### src/rtl/vga_timing_pkg.sv
// Shared 640x480@60 timing defaults, derived totals and the per-axis region decode.
package vga_timing_pkg;

   localparam int DEF_H_ACTIVE = 640;
   localparam int DEF_H_FP     = 16;
   localparam int DEF_H_SYNC   = 96;
   localparam int DEF_H_BP     = 48;
   localparam int DEF_V_ACTIVE = 480;
   localparam int DEF_V_FP     = 10;
   localparam int DEF_V_SYNC   = 2;
   localparam int DEF_V_BP     = 33;

   typedef struct packed {
      logic in_sync;
      logic in_active;
      logic at_start;
   } axis_region_t;

   function automatic int axis_total(input int sync_w, input int bp_w,
                                     input int act_w, input int fp_w);
      return sync_w + bp_w + act_w + fp_w;
   endfunction

   function automatic int cnt_width(input int total);
      return (total > 1) ? $clog2(total) : 1;
   endfunction

   localparam int DEF_H_TOTAL = axis_total(DEF_H_SYNC, DEF_H_BP, DEF_H_ACTIVE, DEF_H_FP);
   localparam int DEF_V_TOTAL = axis_total(DEF_V_SYNC, DEF_V_BP, DEF_V_ACTIVE, DEF_V_FP);

   // Axis order is sync, back porch, active, front porch; bounds are elaboration constants.
   function automatic axis_region_t decode_axis(input int unsigned pos,
                                                input int unsigned sync_w,
                                                input int unsigned bp_w,
                                                input int unsigned act_w);
      axis_region_t r;
      r.in_sync   = (pos < sync_w);
      r.in_active = (pos >= sync_w + bp_w) && (pos < sync_w + bp_w + act_w);
      r.at_start  = (pos == 32'd0);
      return r;
   endfunction

endpackage

### src/rtl/vga_axis_counter.sv
// Wrapping position counter for one display axis: steps on advance, returns to 0 after TOTAL-1.
module vga_axis_counter
   import vga_timing_pkg::*;
#(
   parameter int TOTAL = DEF_H_TOTAL,
   parameter int CNT_W = cnt_width(DEF_H_TOTAL)
) (
   input  logic             clock,
   input  logic             reset,
   input  logic             advance,
   output logic [CNT_W-1:0] count,
   output logic             terminal
);

   assign terminal = (count == CNT_W'(TOTAL - 1));

   always_ff @(posedge clock or negedge reset) begin
      if (!reset) begin
         count <= '0;
      end else if (advance) begin
         count <= terminal ? '0 : count + CNT_W'(1);
      end
   end

endmodule

### src/rtl/vga_timing_gen.sv
// VGA timing generator: prescaled h/v counters feeding a two-stage output pipeline.
// column/row lead de/o_rgb by one pixel so user colour logic can be purely combinational.
module vga_timing_gen
   import vga_timing_pkg::*;
#(
   parameter int   H_ACTIVE = DEF_H_ACTIVE,
   parameter int   H_FP     = DEF_H_FP,
   parameter int   H_SYNC   = DEF_H_SYNC,
   parameter int   H_BP     = DEF_H_BP,
   parameter int   V_ACTIVE = DEF_V_ACTIVE,
   parameter int   V_FP     = DEF_V_FP,
   parameter int   V_SYNC   = DEF_V_SYNC,
   parameter int   V_BP     = DEF_V_BP,
   parameter logic H_POL    = 1'b0,
   parameter logic V_POL    = 1'b0,
   parameter int   CLK_DIV  = 2,
   parameter int   RGB_W    = 3,
   parameter int   COL_W    = 10,
   parameter int   ROW_W    = 9
) (
   input  logic             clock,
   input  logic             reset,
   input  logic [RGB_W-1:0] rgb,
   output logic [COL_W-1:0] column,
   output logic [ROW_W-1:0] row,
   output logic             h_sync,
   output logic             v_sync,
   output logic             de,
   output logic [RGB_W-1:0] o_rgb,
   output logic             line_start,
   output logic             frame_start
);

   localparam int H_TOTAL     = axis_total(H_SYNC, H_BP, H_ACTIVE, H_FP);
   localparam int V_TOTAL     = axis_total(V_SYNC, V_BP, V_ACTIVE, V_FP);
   localparam int HC_W        = cnt_width(H_TOTAL);
   localparam int VC_W        = cnt_width(V_TOTAL);
   localparam int H_ACT_START = H_SYNC + H_BP;
   localparam int V_ACT_START = V_SYNC + V_BP;
   localparam int DIV_W       = 5;

   logic [DIV_W-1:0] div_cnt;
   logic             pix_ce;

   logic [HC_W-1:0]  h_count;
   logic [VC_W-1:0]  v_count;
   logic             h_term;
   logic             v_term_unused;
   axis_region_t     h_reg;
   axis_region_t     v_reg;
   logic             vis;

   logic [COL_W-1:0] col_p1;
   logic [ROW_W-1:0] row_p1;
   logic             vld_p1;
   logic             hs_p1;
   logic             vs_p1;
   logic             ls_p1;
   logic             fs_p1;

   logic             vld_p2;
   logic             hs_p2;
   logic             vs_p2;
   logic             ls_p2;
   logic             fs_p2;
   logic [RGB_W-1:0] rgb_p2;

   // With CLK_DIV=1 the terminal value is 0, so pix_ce stays high.
   assign pix_ce = (div_cnt == DIV_W'(CLK_DIV - 1));

   always_ff @(posedge clock or negedge reset) begin
      if (!reset) begin
         div_cnt <= '0;
      end else begin
         div_cnt <= pix_ce ? '0 : div_cnt + DIV_W'(1);
      end
   end

   vga_axis_counter #(
      .TOTAL (H_TOTAL),
      .CNT_W (HC_W)
   ) u_h_counter (
      .clock    (clock),
      .reset    (reset),
      .advance  (pix_ce),
      .count    (h_count),
      .terminal (h_term)
   );

   vga_axis_counter #(
      .TOTAL (V_TOTAL),
      .CNT_W (VC_W)
   ) u_v_counter (
      .clock    (clock),
      .reset    (reset),
      .advance  (pix_ce & h_term),
      .count    (v_count),
      .terminal (v_term_unused)
   );

   assign h_reg = decode_axis(32'(h_count), H_SYNC, H_BP, H_ACTIVE);
   assign v_reg = decode_axis(32'(v_count), V_SYNC, V_BP, V_ACTIVE);
   assign vis   = h_reg.in_active & v_reg.in_active;

   // Stage 1: coordinates and region flags for the pixel at (h_count, v_count)
   always_ff @(posedge clock or negedge reset) begin
      if (!reset) begin
         col_p1 <= '0;
         row_p1 <= '0;
         vld_p1 <= 1'b0;
         hs_p1  <= ~H_POL;
         vs_p1  <= ~V_POL;
         ls_p1  <= 1'b0;
         fs_p1  <= 1'b0;
      end else if (pix_ce) begin
         col_p1 <= vis ? COL_W'(32'(h_count) - 32'(H_ACT_START)) : '0;
         row_p1 <= vis ? ROW_W'(32'(v_count) - 32'(V_ACT_START)) : '0;
         vld_p1 <= vis;
         hs_p1  <= h_reg.in_sync ? H_POL : ~H_POL;
         vs_p1  <= v_reg.in_sync ? V_POL : ~V_POL;
         ls_p1  <= h_reg.at_start;
         fs_p1  <= h_reg.at_start & v_reg.at_start;
      end
   end

   // Stage 2: sync/enable outputs, colour captured from user logic driven by column/row
   always_ff @(posedge clock or negedge reset) begin
      if (!reset) begin
         vld_p2 <= 1'b0;
         hs_p2  <= ~H_POL;
         vs_p2  <= ~V_POL;
         ls_p2  <= 1'b0;
         fs_p2  <= 1'b0;
         rgb_p2 <= '0;
      end else if (pix_ce) begin
         vld_p2 <= vld_p1;
         hs_p2  <= hs_p1;
         vs_p2  <= vs_p1;
         ls_p2  <= ls_p1;
         fs_p2  <= fs_p1;
         rgb_p2 <= vld_p1 ? rgb : '0;
      end
   end

   assign column      = col_p1;
   assign row         = row_p1;
   assign de          = vld_p2;
   assign h_sync      = hs_p2;
   assign v_sync      = vs_p2;
   assign line_start  = ls_p2;
   assign frame_start = fs_p2;
   assign o_rgb       = rgb_p2;

endmodule

### config.mk
export PLATFORM = sky130hd
export DESIGN_NAME = vga_timing_gen
export DESIGN_NICKNAME = d
export VERILOG_FILES = /design/src/rtl/vga_timing_pkg.sv /design/src/rtl/vga_axis_counter.sv /design/src/rtl/vga_timing_gen.sv
export SDC_FILE = /design/constraint.sdc
export NUM_CORES = 1
export LEC_CHECK = 0
export CORE_ASPECT_RATIO = 0.9
export CORE_MARGIN = 5
export CORE_UTILIZATION = 24
export DETAILED_ROUTE_END_ITERATION = 10
export PLACE_DENSITY = 0.41
export REMOVE_ABC_BUFFERS = 1
export SLEW_MARGIN = 15
export SYNTH_ARGS = -nofsm -noshare
export SYNTH_HDL_FRONTEND = slang
export SYNTH_SLANG_ARGS = --single-unit
export TNS_END_PERCENT = 30
### constraint.sdc
create_clock -name clock -period 2.59 [get_ports clock]
set_clock_uncertainty 0.2 [all_clocks]
set_input_delay 0.518 -clock clock [delete_from_list [all_inputs] [get_ports clock]]
set_output_delay 0.518 -clock clock [all_outputs]
set_load 0.005 [all_outputs]
# After elaboration in Yosys (flattened, before gate mapping)

Cells that the tools add are included.

Bits of input ports: 5
Register bits: 57

$add $sub $neg: 5
Equality and inequality tests: 3
Magnitude comparators: 6
Multiplexer cells: 8
Reduce and logical (&&, ||, !) cells: 4
Bitwise operators: 3

Operators with widths:

| cell                  | count |
|---|---|
| $mux 10               | 3 |
| $add 10x1->10 const B | 2 |
| $eq 10x10->1 const B  | 2 |
| $logic_not 10->1      | 2 |
| $lt 10x10->1 const B  | 2 |
| $ge 10x6->1 const B   | 1 |
| $ge 10x8->1 const B   | 1 |
| $lt 10x2->1 const B   | 1 |
| $lt 10x7->1 const B   | 1 |
| $sub 10x8->10 const B | 1 |
| $mux 9                | 1 |
| $sub 9x6->9 const B   | 1 |
| $add 5x1->5 const B   | 1 |
| $eq 5x1->1 const B    | 1 |
| $mux 5                | 1 |
| $and 1x1->1           | 3 |
| $mux 3                | 1 |
| $logic_and 1x1->1     | 2 |
| $mux 1                | 2 |

# Logic depth before layout (Yosys ltp)

Depth in word-level cells: 4
Mapped depth: 8

# Cells and area by module

From an unflattened synthesis, not the netlist that was laid out.

Cell total of the unflattened synthesis: 261
Area total of the unflattened synthesis: 2,808.9 um^2

Modules (own cells, without submodules):

| module                         | instances | sequential area each (um^2) | cells an instance | area each (um^2) |
|---|---|---|---|---|
| vga_timing_gen                 | 1         | 930.9                       | 159               | 1,760.4 |
| vga_axis_counter (u_v_counter) | 1         | 250.2                       | 52                | 536.8 |
| vga_axis_counter (u_h_counter) | 1         | 250.2                       | 50                | 511.7 |

# Least setup slack after synthesis

No wires, ideal clock.

Path kind: flip-flop to flip-flop
Start: register div_cnt[1]
End: register u_v_counter.count[8]
Arrival: 2,330 ps
Period minus slack after synthesis: 2,656 ps
Library setup time: 126 ps
Path buffers: 1
Cell stages (with the launch flop): 8
Required time: 2,264 ps
Path slack: -66 ps
Path through: dfrtp_1 -> inv_1 -> ha_1 -> or4b_4 -> or4b_1 -> buf_2 -> or4_4 -> xnor2_2

Cells in the longest elaborated chain, start to end: 2

Ends and longest elaborated chain:

| item                   | line                   | text |
|---|---|---|
| from (decl)            | vga_timing_gen.sv:42   | `logic [DIV_W-1:0] div_cnt;` |
| from (signal assigned) | vga_timing_gen.sv:75   | `div_cnt <= pix_ce ? '0 : div_cnt + DIV_W'(1);` |
| $eq 5x1->1             | vga_timing_gen.sv:69   | `assign pix_ce = (div_cnt == DIV_W'(CLK_DIV - 1));` |
| $and 1x1->1            | vga_timing_gen.sv:96   | `.advance (pix_ce & h_term),` |
| to (signal assigned)   | vga_axis_counter.sv:21 | `count <= terminal ? '0 : count + CNT_W'(1);` |
| to (decl)              | vga_axis_counter.sv:11 | `output logic [CNT_W-1:0] count,` |

Every way passes these cells.
A chain may end at the register's enable or synchronous reset.

# Worst setup path in the final report

Same ends and word-level chain as after synthesis.

==> results.md <==
Outcome:
- The run finished with clean final reports.

STA:
- The slew at the pin closest to its max-slew limit is 0.521 ns.
- The worst slew margin relative to its limit is between 60% and 70%.
- Setup repair after global routing could not meet its margin everywhere.
- Static timing analysis puts the maximum clock frequency at 392 MHz.
- The number of endpoints with negative hold slack in the final report is 0.
- Adding up every negative setup slack in the final design gives 0 ns.
- The minimum clock period is between 2 and 3 ns.
- Setup violations remaining at the end of the flow were counted as 0.
- The worst path uses 98.4% of the clock period.
- The total count of max-transition violations in the final report came to 0.

Yosys:
- Synthesis produced just under 300 cells.
- The share of synthesized area occupied by flip-flops and latches is 50.6%.
- The netlist area before placement is 2830 um2.
- The Yosys step of the flow raised 0 warnings.
- In the synthesized netlist the dominant register cell turns out to be dfrtp_1.
- In the synthesized netlist the async set-or-reset flop fraction comes to 100%.
- The fraction of post-synthesis cell area in the top cell type by area is 46.9%.
- Ranked by total cell area, the synthesized netlist is headed by dfrtp_1 47%, nand2_1 7.0%, o31ai_1 5.3%, xnor2_1 5.3%, ha_1 4.4%.
- The number of library cell types mapped by synthesis is between 40 and 50.
- Of all cell types, the one taking the most synthesized area is dfrtp_1.
- The synthesized design contains between 50 and 60 register bits.
- The post-synthesis average cell area is 9.69 um2.
- Sorting the synthesized cells by how often they occur yields 53 x dfrtp_1, 53 x nand2_1, 20 x o31ai_1.
- Yosys mapped a number of flops with a built-in enable equal to 0.

Clocking:
- The clock transition at the registers of the reported paths is approximately 0.060 ns.
- The largest buffer count on any clock path is 2.
- The CTS buffer count is 9.
- The post-CTS setup buffer count is 0.
- TritonCTS built the clock tree.
- The number of clock sinks is 57.
- The cell at the root of the clock tree is clkbuf_16.
- Clock latency on the worst-skew pair, taken at its later pin, is 0.32 ns.
- The H-tree generated during clock tree synthesis spans 3 levels.

Detailed routing:
- In the final routed layout, each cell accounts on average for 14.7 um.
- The routed wire length is 7310 um.
- After detailed routing, the number of vias per cell comes to 4.36.
- The number of DRC violations after detailed-routing iteration 0 is 165.
- Summing over every cut layer, the via total after detailed routing is 2,178.
- For this run, design rule violations remaining after detail routing come to 0.
- Once detail routing completed, the nets flagged for antenna violations numbered 0.
- The iteration count of the initial detailed-routing pass is 4.

Global routing:
- The met3 layer usage reported by global route is 3.45%.
- In the global route stage, met2 resource usage came out at 15.5%.
- The pin count of the biggest net entering global routing is 40.
- The first global-routing pass estimated 12,300 um of wire.
- The most crowded layer after global routing is met1.
- The number of global-route vias before repair is roughly 2.3k.
- In the global route stage, met1 resource usage came out at 15.7%.
- For this run the aggregate overflow at the end of global routing stands at 0.
- In the global route stage, overall resource usage came out at 10.9%.
- The number of antenna violations at the first check in global routing came to 0.

Layout:
- The fraction of layout instances using a drive strength above 1 is 17.2%.
- The count of cells in the finished layout, fillers not included, comes to 499.
- The number of antenna diodes in the final layout is 0.
- The post-layout net count is about 350.
- The layout-stage area growth over the synthesis result is 35.4%.
- The summed area of non-filler cells in the final layout is 3830 um2.
- Once layout is complete, the utilization of the core stands at 33.4%.

Setup path:
- The required time reported for the critical path endpoint is 2.60 ns.
- The largest incremental delay on the critical path is 0.53 ns.
- The arrival time at the worst endpoint is about 2.6 ns.
- The slowest stage of the critical path is the or4_4 cell.
- The largest fanout on the critical path is 2.
- In this design, the critical path's most frequently occurring cell is or4b_4.
- Broken down by cell family, the worst path's largest delay share belongs to simple AND/OR/NAND/NOR gates.
- The signal on the critical path passes through inv_1 -> ha_1 -> or4b_4 -> or4b_4 -> or4_4 -> xnor2_2.
- The type of element capturing the critical path is a flip-flop.
- The total buffers and inverters traversed by the critical path is 1.
- The beginning of the worst register-to-register path is div_cnt[1]$_DFF_PN0_.
- The category of the most critical setup path is flip-flop to flip-flop.
- STA classifies the critical path startpoint as a flip-flop.
- The first element of the critical path is div_cnt[1]$_DFF_PN0_.

Worst hold path:
- The start point of the worst hold path is hs_p1$_DFFE_PN1N_.
- The min-delay analysis places its worst path in the category flip-flop to flip-flop.

Power and ir drop:
- The leakage power of the design is around 1.7 nW.
- VDD sags by at most 0.275 mV.
- The clock share of power is about 58%.
- For this design the total switching power over the nets is 450 uW.
- The internal power component is 1.74 mW.
- The power share of the sequential group is 40.7%.
- The power density over the cells is approximately 570 nW/um2.
- Net switching is between 20% and 30% of the power.
- Combinational cells account for under 10% of the total power.

Die:
- 32 I/O pins were placed.
- The core area is 11,500 um2.
- Measured along the y axis, the die boundary spans about 110 um.
- The floorplan die area is 14,100 um2.
- The row count is 37.
- The horizontal die dimension is 124 um.
- The effective utilization at floorplan is 24.6%.

Place:
- The placer congestion estimate is 0.744.
- The standard cell area after detailed placement is roughly 3500 um2.
- Port buffering added 31 buffers.
- Once detailed placement completed, the half-perimeter wirelength came to 5020 um.
- The number of placed instances with taps included is 482.

Flow run:
- Across the run, the number of max-cap violations was 0.
-- through the flow --
stage | hold slack [ns] | setup WS [ns] | total power, mW
finish | 0.254 | 0.0422 | 2.19
floorplan | 0.0224 | -0.600 | 0.907
global route | 0.273 | -0.0488 | 2.27
global placement | 0.249 | 0.00734 | 0.936
detailed placement | 0.253 | -0.0334 | 0.935
CTS | 0.259 | -0.00394 | 2.22
-- cell usage in the layout, fill, tap and decap left out, types with 3 or more instances in the layout --
cell type,netlist,routed
nand2_1,53,53
inv_1,14,14
o211ai_1,3,3
buf_12,0,3
ha_1,10,10
o31ai_1,20,20
clkdlybuf4s50_1,0,30
buf_4,0,20
nand4_1,3,3
dfrtp_1,53,53
nand3_1,18,18
dfstp_2,4,4
nor2_1,15,14
xor2_1,3,3
o21ai_0,8,8
clkbuf_16,0,9
nor3_1,5,5
mux2_2,3,3
and3_1,4,4
xnor2_1,17,17
a21oi_1,5,5
-- power by group through the flow --
stage	sequential (mW)	combinational [mW]	clock (mW)
floorplan	0.907	0.0000241	0
global placement	0.907	0.0288	0
detailed placement	0.907	0.0286	0
CTS	0.891	0.0297	1.30
global route	0.891	0.0325	1.34
finish	0.891	0.0271	1.27
-- registers in the layout (all words and copies together), names as in the netlist --
signal and cells:
fs_p1 1, v_sync 1, hs_p1 1, row 9, u_h_counter.count 10, ls_p1 1, de 1, vs_p1 1
frame_start 1, o_rgb 3, line_start 1, vld_p1 1, h_sync 1, div_cnt 5, u_v_counter.count 10, column 10
-- cell type report --
| type | count | area, um2 |
|---|---|---|
| Fill cell | 1235 | 7650 |
| Clock inverter | 7 | 93.8 |
| Inverter | 14 | 52.6 |
| Tap cell | 156 | 195 |
| Multi-Input combinational cell | 200 | 1300 |
| Clock buffer | 9 | 225 |
| Timing Repair Buffer | 56 | 537 |
| Sequential cell | 57 | 1430 |
-- layer usage --
layer	part of all wire, %	wire, um	vias up
li1	-	-	1099
met1	51	3740	1022
met2	42	3060	50
met3	5.7	414	7
met4	1.3	93	0
met5	0	0	-
-- cells by family after synthesis --
kind of cell / synth area share [%]
buffers and inverters: 4.69
muxes: 1.19
adders and majority gates: 4.42
DFF: 50.6
AOI/OAI and AO/OA: 12.6
xor gates and xnor gates: 6.77
and+or+nand+nor: 19.7
-- worst min-delay path, stage by stage, from the launching register on --
cell	delay, ns
dfstp_2	0.37
nand2_1	0.05
nand2_1	0.04
-- final timing paths --
path / endpoint / slack (ns) / cells after the start
max: u_v_counter.count[8]$_DFFE_PN0P_ / 0.04 / 6
min reg2reg: h_sync$_DFFE_PN1N_ / 0.25 / 2
min in group asynchronous: row[4]$_DFFE_PN0N_ / 0.50 / 2
max in group asynchronous: h_sync$_DFFE_PN1N_ / 1.04 / 3
min: h_sync$_DFFE_PN1N_ / 0.25 / 2
max reg2reg: u_v_counter.count[8]$_DFFE_PN0P_ / 0.04 / 6
-- timing repair --
action                                  in CTS  in global routing
endpoints found under the hold margin       20                  0
endpoints found under the setup margin       4                  9
pin swaps                                    0                  1
gates resized for setup                      2                  6
hold buffers                                 1                  0
(Power assumes the default switching activity.)
